File: config.mk
export PLATFORM = sky130hd
export DESIGN_NAME = expr_sig_capture
export DESIGN_NICKNAME = d
export VERILOG_FILES = /design/src/rtl/expr_sig_pkg.sv /design/src/rtl/expr_sig_fold.sv /design/src/rtl/expr_sig_capture.sv
export SDC_FILE = /design/constraint.sdc
export NUM_CORES = 1
export LEC_CHECK = 0
export ABC_AREA = 1
export CAP_MARGIN = 10
export CELL_PAD_IN_SITES_DETAIL_PLACEMENT = 0
export CELL_PAD_IN_SITES_GLOBAL_PLACEMENT = 1
export CORE_UTILIZATION = 25
export DETAILED_ROUTE_END_ITERATION = 8
export PLACE_DENSITY = 0.7
export SETUP_SLACK_MARGIN = 0.3
export SLEW_MARGIN = 10
export SYNTH_ARGS = -nofsm -noshare
export SYNTH_HDL_FRONTEND = slang
export SYNTH_SLANG_ARGS = --single-unit
File: constraint.sdc
create_clock -name clk -period 2.95 [get_ports clk]
set_input_delay 0.4425 -clock clk [delete_from_list [all_inputs] [get_ports clk]]
set_output_delay 0.4425 -clock clk [all_outputs]
set_load 0.02 [all_outputs]
File: src/rtl/expr_sig_pkg.sv
// Shared types and default constants for the expression-signature capture block.
package expr_sig_pkg;

    typedef enum logic [1:0] {
        IDLE = 2'd0,
        RUN  = 2'd1,
        DONE = 2'd2
    } state_t;

    localparam int          DEF_Y_W   = 90;
    localparam int          DEF_SIG_W = 32;
    localparam int          DEF_CNT_W = 16;
    localparam logic [31:0] DEF_POLY  = 32'h04C11DB7;
    localparam logic [31:0] DEF_SEED  = 32'hFFFFFFFF;

    // Number of SIG_W-bit chunks a zero-extended Y_W-bit vector splits into.
    function automatic int fold_chunks(input int y_w, input int sig_w);
        return (y_w + sig_w - 1) / sig_w;
    endfunction

    localparam int FOLD_CHUNKS = fold_chunks(DEF_Y_W, DEF_SIG_W);

endpackage

File: src/rtl/expr_sig_fold.sv
// Combinational XOR folder: compresses a Y_W-bit vector into one SIG_W-bit word.
module expr_sig_fold
    import expr_sig_pkg::*;
#(
    parameter int Y_W   = DEF_Y_W,
    parameter int SIG_W = DEF_SIG_W
) (
    input  logic [Y_W-1:0]   y,
    output logic [SIG_W-1:0] w
);

    localparam int CHUNKS = fold_chunks(Y_W, SIG_W);

    logic [CHUNKS*SIG_W-1:0] y_ext;

    // NOTE: every always_comb output gets a default before any conditional
    // or loop assignment, so no path can leave it holding a stale value (latch).
    always_comb begin
        y_ext          = '0;
        y_ext[Y_W-1:0] = y;
        w              = '0;
        for (int i = 0; i < CHUNKS; i++) begin
            w = w ^ y_ext[i*SIG_W +: SIG_W];
        end
    end

endmodule

File: src/rtl/expr_sig_capture.sv
// Folds accepted result vectors into a MISR signature and compares it after num_vec vectors.
// Optional macro EXPR_SIG_CAPTURE_LASTY_EN adds a last_y output holding the last accepted vector.
module expr_sig_capture
    import expr_sig_pkg::*;
#(
    parameter int               Y_W   = DEF_Y_W,
    parameter int               SIG_W = DEF_SIG_W,
    parameter int               CNT_W = DEF_CNT_W,
    parameter logic [SIG_W-1:0] POLY  = DEF_POLY,
    parameter logic [SIG_W-1:0] SEED  = DEF_SEED
) (
    input  logic             clk,
    input  logic             rst,
    input  logic             start,
    input  logic [CNT_W-1:0] num_vec,
    input  logic [SIG_W-1:0] exp_sig,
    input  logic             in_valid,
    output logic             in_ready,
    input  logic [Y_W-1:0]   in_y,
    output logic             busy,
    output logic             done,
    output logic             pass,
    output logic [SIG_W-1:0] sig,
    output logic [CNT_W-1:0] vec_cnt
`ifdef EXPR_SIG_CAPTURE_LASTY_EN
    ,
    output logic [Y_W-1:0]   last_y
`endif
);

    state_t           state_q, state_d;
    logic [SIG_W-1:0] sig_q, sig_d;
    logic [CNT_W-1:0] cnt_q, cnt_d;
    logic [CNT_W-1:0] num_q, num_d;
    logic [SIG_W-1:0] exp_q, exp_d;
    logic             pass_q, pass_d;

    logic [SIG_W-1:0] w;
    logic [SIG_W-1:0] misr_next;
    logic [CNT_W-1:0] cnt_inc;
    logic             accept;

    expr_sig_fold #(.Y_W(Y_W), .SIG_W(SIG_W)) u_fold (
        .y (in_y),
        .w (w)
    );

    assign accept    = in_valid && (state_q == RUN);
    assign cnt_inc   = cnt_q + 1'b1;
    assign misr_next = {sig_q[SIG_W-2:0], 1'b0} ^ (sig_q[SIG_W-1] ? POLY : '0) ^ w;

    always_comb begin
        state_d = state_q;
        sig_d   = sig_q;
        cnt_d   = cnt_q;
        num_d   = num_q;
        exp_d   = exp_q;
        pass_d  = pass_q;
        unique case (state_q)
            IDLE, DONE: begin
                if (start) begin
                    sig_d = SEED;
                    cnt_d = '0;
                    num_d = num_vec;
                    exp_d = exp_sig;
                    if (num_vec == '0) begin
                        state_d = DONE;
                        pass_d  = (SEED == exp_sig);
                    end else begin
                        state_d = RUN;
                        pass_d  = 1'b0;
                    end
                end
            end
            RUN: begin
                if (accept) begin
                    sig_d = misr_next;
                    cnt_d = cnt_inc;
                    if (cnt_inc == num_q) begin
                        state_d = DONE;
                        pass_d  = (misr_next == exp_q);
                    end
                end
            end
            default: state_d = IDLE;
        endcase
    end

    // NOTE: registers use non-blocking assignments so every flop samples the
    // pre-edge values computed above, independent of statement order.
    always_ff @(posedge clk or posedge rst) begin
        if (rst) begin
            state_q <= IDLE;
            sig_q   <= '0;
            cnt_q   <= '0;
            num_q   <= '0;
            exp_q   <= '0;
            pass_q  <= 1'b0;
        end else begin
            state_q <= state_d;
            sig_q   <= sig_d;
            cnt_q   <= cnt_d;
            num_q   <= num_d;
            exp_q   <= exp_d;
            pass_q  <= pass_d;
        end
    end

`ifdef EXPR_SIG_CAPTURE_LASTY_EN
    always_ff @(posedge clk or posedge rst) begin
        if (rst)         last_y <= '0;
        else if (accept) last_y <= in_y;
    end
`else
    // Default build folds accepted vectors only; nothing else is retained.
`endif

    assign in_ready = (state_q == RUN);
    assign busy     = (state_q == RUN);
    assign done     = (state_q == DONE);
    assign pass     = pass_q;
    assign sig      = sig_q;
    assign vec_cnt  = cnt_q;

endmodule

Yosys cells after proc, flatten, opt, wreduce, memory -nomap -nowiden:

Index checks and enable logic that the tools add are counted.

* logic and storage cells: 45
* register bits after elaboration: 99

* $add $sub $neg: 1
* bitwise logic cells: 4
* multiplexer cells: 17
* equality and inequality tests: 8
* reduce and logical (&&, ||, !) cells: 9

Operator list (count)
* 32-bit 2-to-1 mux: 2
* 32-bit case mux with 2 select lines: 1
* 32-bit XOR: 2
* 32-bit == test: 1
* 32-bit == test, first input constant: 1
* 16-bit 2-to-1 mux: 2
* 16-bit case mux with 2 select lines: 1
* 32-bit by 26-bit XOR with 32-bit output: 1
* 32-bit by 27-bit XOR with 32-bit output: 1
* 27-bit 2-to-1 mux: 1
* 16-bit by 1-bit adder with 16-bit output, second input constant: 1
* 16-bit == test: 1
* 16-bit zero test: 1
* 2-bit 2-to-1 mux: 4
* 3-bit AND reduction: 2
* 1-bit 2-to-1 mux: 4
* 2-bit by 1-bit inequality test with 1-bit output, second input constant: 2
* 2-bit case mux with 2 select lines: 1
* 4-bit AND reduction: 1
* 2-bit by 1-bit == test with 1-bit output, second input constant: 1
* 2-bit == test, second input constant: 1
* 2-bit zero test: 1
* 2-bit inequality test, second input constant: 1
* 1-bit case mux with 2 select lines: 1
* 4 further kinds: 4

Longest topological paths before layout:

* word-level depth: 7
* mapped depth: 17
* depth with buffers taken out: 17

Cells and area by module:

Synthesis repeated with hierarchy kept, for this count alone.

* cell total of the unflattened synthesis: 1038
* area, all modules: 6663.9 um^2

Modules (own cells, without submodules)
* expr_sig_capture: area an instance 5700.5 um^2, sequential area each 2477.4 um^2, instances 1, cells each 798
* expr_sig_fold: area an instance 963.4 um^2, sequential area each 0.0 um^2, instances 1, cells each 240

Worst setup path after synthesis:

Ideal clock, no wire load.

* path type: register to register
* start: reg cnt_q[0], in the netlist vec_cnt[0]
* end: reg pass_q, in the netlist pass
* arrival time: 1.861 ns
* path slack: 0.972 ns
* buffers on the path: 0
* cell stages (with the launch flop): 15
* period minus slack after synthesis: 1.978 ns
* cell sequence: dfrtp_1 ha_1 nand2_2 nor2_4 nand2_1 xor2_1 nand2_1 nand2_1 nand2_1 nor2_1 nand3_1 nand2_1 nand2_1 nand2_1 nand2_1

* word-level cells in the longest chain between the ends: 4

Ends and longest elaborated chain
* from (decl): RTL line expr_sig_capture.sv:33 `logic [CNT_W-1:0] cnt_q, cnt_d;`
* from (signal assigned): RTL line expr_sig_capture.sv:102 `cnt_q <= cnt_d;`
* 16-bit by 1-bit adder with 16-bit output: RTL line expr_sig_capture.sv:49 `assign cnt_inc = cnt_q + 1'b1;`
* 16-bit == test: RTL line expr_sig_capture.sv:79 `if (cnt_inc == num_q) begin`
* 2-bit by 1-bit inequality test with 1-bit output (no line)
* 4-bit AND reduction (no line)
* to (signal assigned): RTL line expr_sig_capture.sv:105 `pass_q <= pass_d;`
* to (decl): RTL line expr_sig_capture.sv:36 `logic pass_q, pass_d;`

Every way passes these cells.
A chain may end at the register's enable or synchronous reset.

Worst setup path in the final report:

* start: reg sig_q[31], in the netlist sig[31]
* end: out sig[31]

RTL lines
* from (decl): RTL line expr_sig_capture.sv:32 `logic [SIG_W-1:0] sig_q, sig_d;`
* from (signal assigned): RTL line expr_sig_capture.sv:101 `sig_q <= sig_d;`
* to (decl): RTL line expr_sig_capture.sv:23 `output logic [SIG_W-1:0] sig,`

No word-level cell between the ends.

==> flow_metrics.py <==
metrics = {
    "outcome": {
        "run_status": "finished clean",
    },
    "finish": {
        "final_util_pct": 35.2,
        "final_area_sq_um": 9750,
        "diodes": 0,
        "areaGrowthSynthToFinish_pct": 38.5,
        "fillCellCount": 2955,
        "drive_above_1_share_pct": 3.74,
        "nets": 1369,
    },
    "sta": {
        "max_clock_freq_mhz": 442,
        "rsz0062_at_grt": "no",
        "finClkSkew_ns": 0.00720,
        "slew_headroom_pct": 57.9,
        "setup_viol": 0,
        "finalHoldViolations": 0,
        "setup_tns_ns": 0,
        "fin_crit_ns": 2.26,
        "finalCritPeriodShare_pct": 76.7,
        "slew_viol_final": 0,
        "max_slew.worst_pin.slew_ns": 0.631,
    },
    "clocking": {
        "clock_path_buffers": 2,
        "hold_buffers": 0,
        "cts_tree": "built",
        "cts_buffers": 9,
        "cts_sinks": 99,
        "h-tree-depth": 3,
        "cts_resized": 0,
        "clk_pin_slew_worst_paths_ns": 0.07,
        "root_buffer": "clkbuf_16",
        "clk_latency_ns": 0.35,
        "post_cts_buffers": 0,
    },
    "grt": {
        "track_usage_pct": 15.7,
        "grt_overflow": 0,
        "grt_pass1_wl_microns": 35300,
        "grt_start_max_net_pins": 100,
        "antenna_found_initial": 0,
        "grt_pass1_vias": 6823,
    },
    "yosys": {
        "yosysWarnings": 0,
        "synth.most_common_cell": "nand2_1",
        "synthArstFlopShare_pct": 100,
        "yosys-top-cells-count": "320 x nand2_1, 167 x inv_1, 103 x nand3_1",
        "ys_ff_latch": 99,
        "ys_types": 36,
        "synth_flop_cell": "dfrtp_1",
        "synthTopCellsByArea": "dfrtp_1 35%, nand2_1 17%, inv_1 8.9%, nand3_1 7.3%, xor2_1 5.3%",
        "synth_nets": 1179,
        "synth.largest_area_cell": "dfrtp_1",
        "synth_top_area_share_pct": 35.2,
        "syn_inst": 1036,
        "synth_edf_count": 0,
        "synthesis.area_sq_um": 7040,
        "avgSynthCellArea_sq_um": 6.80,
        "synth_seq_area_share_pct": 35.2,
    },
    "detailed_routing": {
        "drt-pass1-iter-count": 7,
        "postRouteAntennaNets": 0,
        "drtIter0Drc": 368,
        "wl_microns": 21900,
        "vias_per_cell": 4.34,
        "drc_errors": 0,
        "wl_per_cell_microns": 13.6,
        "num_vias": 6986,
    },
    "worst_setup_path": {
        "critPathRequiredTime_ns": 2.51,
        "path_delay_family": "buffers and inverters",
        "regToRegStartpoint": "sig[31]",
        "cp_slowest_stage_delay_ns": 0.71,
        "cp_max_fo": 29,
        "crit_chain": "buf_4 > clkdlybuf4s50_1",
        "endpoint_kind": "output port",
        "timing.critical_path.buf_inv": 2,
        "slowest_stage": "clkdlybuf4s50_1",
        "crit_path_start": "sig[31]",
        "crit_arrival_ns": 1.82,
        "worst-setup-path-type": "reg2out",
        "critPathLaunchType": "flip-flop",
    },
    "pwr": {
        "p_leak_nw": 4.76,
        "p_per_area_nw_per_um2": 875,
        "ir_worst_vdd_mv": 0.421,
        "pwr-share-seq_pct": 30.3,
        "p_int_mw": 4.71,
        "comb_power_share_pct": 55.1,
        "p_switching_mw": 3.82,
        "power_switching_share_pct": 44.8,
        "p_clk_share_pct": 14.5,
    },
    "placement": {
        "place.gp.congestion": 0.800,
        "io_buffers": 193,
        "dpl_cell_area_sq_um": 9460,
        "place.detailed.hpwl_microns": 16500,
    },
    "min_path": {
        "hp-start": "num_q[6]",
        "min_path_type": "reg2reg",
    },
    "floorplan": {
        "core_sq_um": 27700,
        "initial_utilization_pct": 25.4,
        "die_h_microns": 170,
        "num_io_pins": 194,
        "dieArea_sq_um": 28800,
        "rows": 61,
        "die_w_microns": 170,
    },
    "job": {
        "cap_viol_max_count": 0,
    },
}
[cell families after synthesis]
| group | share of synthesized area [%] |
|---|---|
| AND/OR/NAND/NOR | 33.4 |
| XOR/XNOR | 11.6 |
| buffers and inverters | 10.8 |
| flip-flops | 35.2 |
| adder cells (fa/ha/maj) | 0.178 |
| multiplexers | 0.320 |
| AO/OA/AOI/OAI | 8.53 |
[flip-flops by register name (all words and copies together), names as in the netlist]
name	count
vec_cnt	16
sig	32
pass	1
num_q	16
state_q	2
exp_q	32
[tightest hold or removal path, delay by kind of cell, from the launching register on]
family,cells,cell delay [ns]
AND/OR/NAND/NOR,1,0.05
AO/OA/AOI/OAI,1,0.06
flip-flops,1,0.36
[through the flow]
stage | power (mW) | hold slack (ns) | worst slack, ns | cells
floorplan | 5.62 | 0.455 | 0.972 | 1036
global placement | 7.35 | 0.484 | 0.628 | 1593
detailed placement | 7.39 | 0.491 | 0.564 | 1593
CTS | 8.67 | 0.510 | 0.653 | 1609
global route | 9.38 | 0.537 | 0.520 | 1609
finish | 8.53 | 0.502 | 0.688 | 1609
[cell type report]
class                      count  area (sq um)  area share (%)
tap                          378           473            4.85
sequential                    99          2480            25.4
clock buffer                  13           250            2.57
multi-input combinational    743          3810            39.1
clock inverter                 3          46.3           0.475
timing repair buffer         202          2050            21.0
inverter                     171           646            6.62
[cell usage in the layout, fill, tap and decap left out, types with 8 or more instances in the layout]
cell	n
nand2_1	319
clkdlybuf4s50_1	193
inv_1	166
nand3_1	103
dfrtp_1	99
nor2_1	74
xor2_1	43
xnor2_1	40
a21oi_1	35
o22ai_1	26
o21ai_0	23
nand4_1	19
nand3b_1	14
clkbuf_16	9
or2_2	8
[final timing paths]
check	slack, ns	end	cells after the start
worst min register to register	0.50	num_q[6]	2
min in group asynchronous	0.61	exp_q[17]	3
worst max register to register	0.77	pass	17
max in group asynchronous	1.90	sig[31]	3
worst max-delay path	0.69	sig[31]	2
worst min-delay path	0.50	num_q[6]	2
[per-layer routing]
layer / vias to the layer above / track usage, % / part of all wire (%)
met3: 8 / 2.98 / 5.0
met2: 149 / 26.4 / 47
met4: 0 / 2.82 / 0.41
li1: 3652 / - / -
met1: 3177 / 21.0 / 48
met5: - / 0 / 0
[power by group through the flow]
stage	Clock, mW	Sequential, mW	Combinational (mW)
floorplan	0	2.80	2.82
global placement	0	2.62	4.73
detailed placement	0	2.61	4.77
CTS	1.29	2.60	4.79
global route	1.34	2.70	5.34
finish	1.24	2.59	4.71
(Power assumes the default switching activity.)
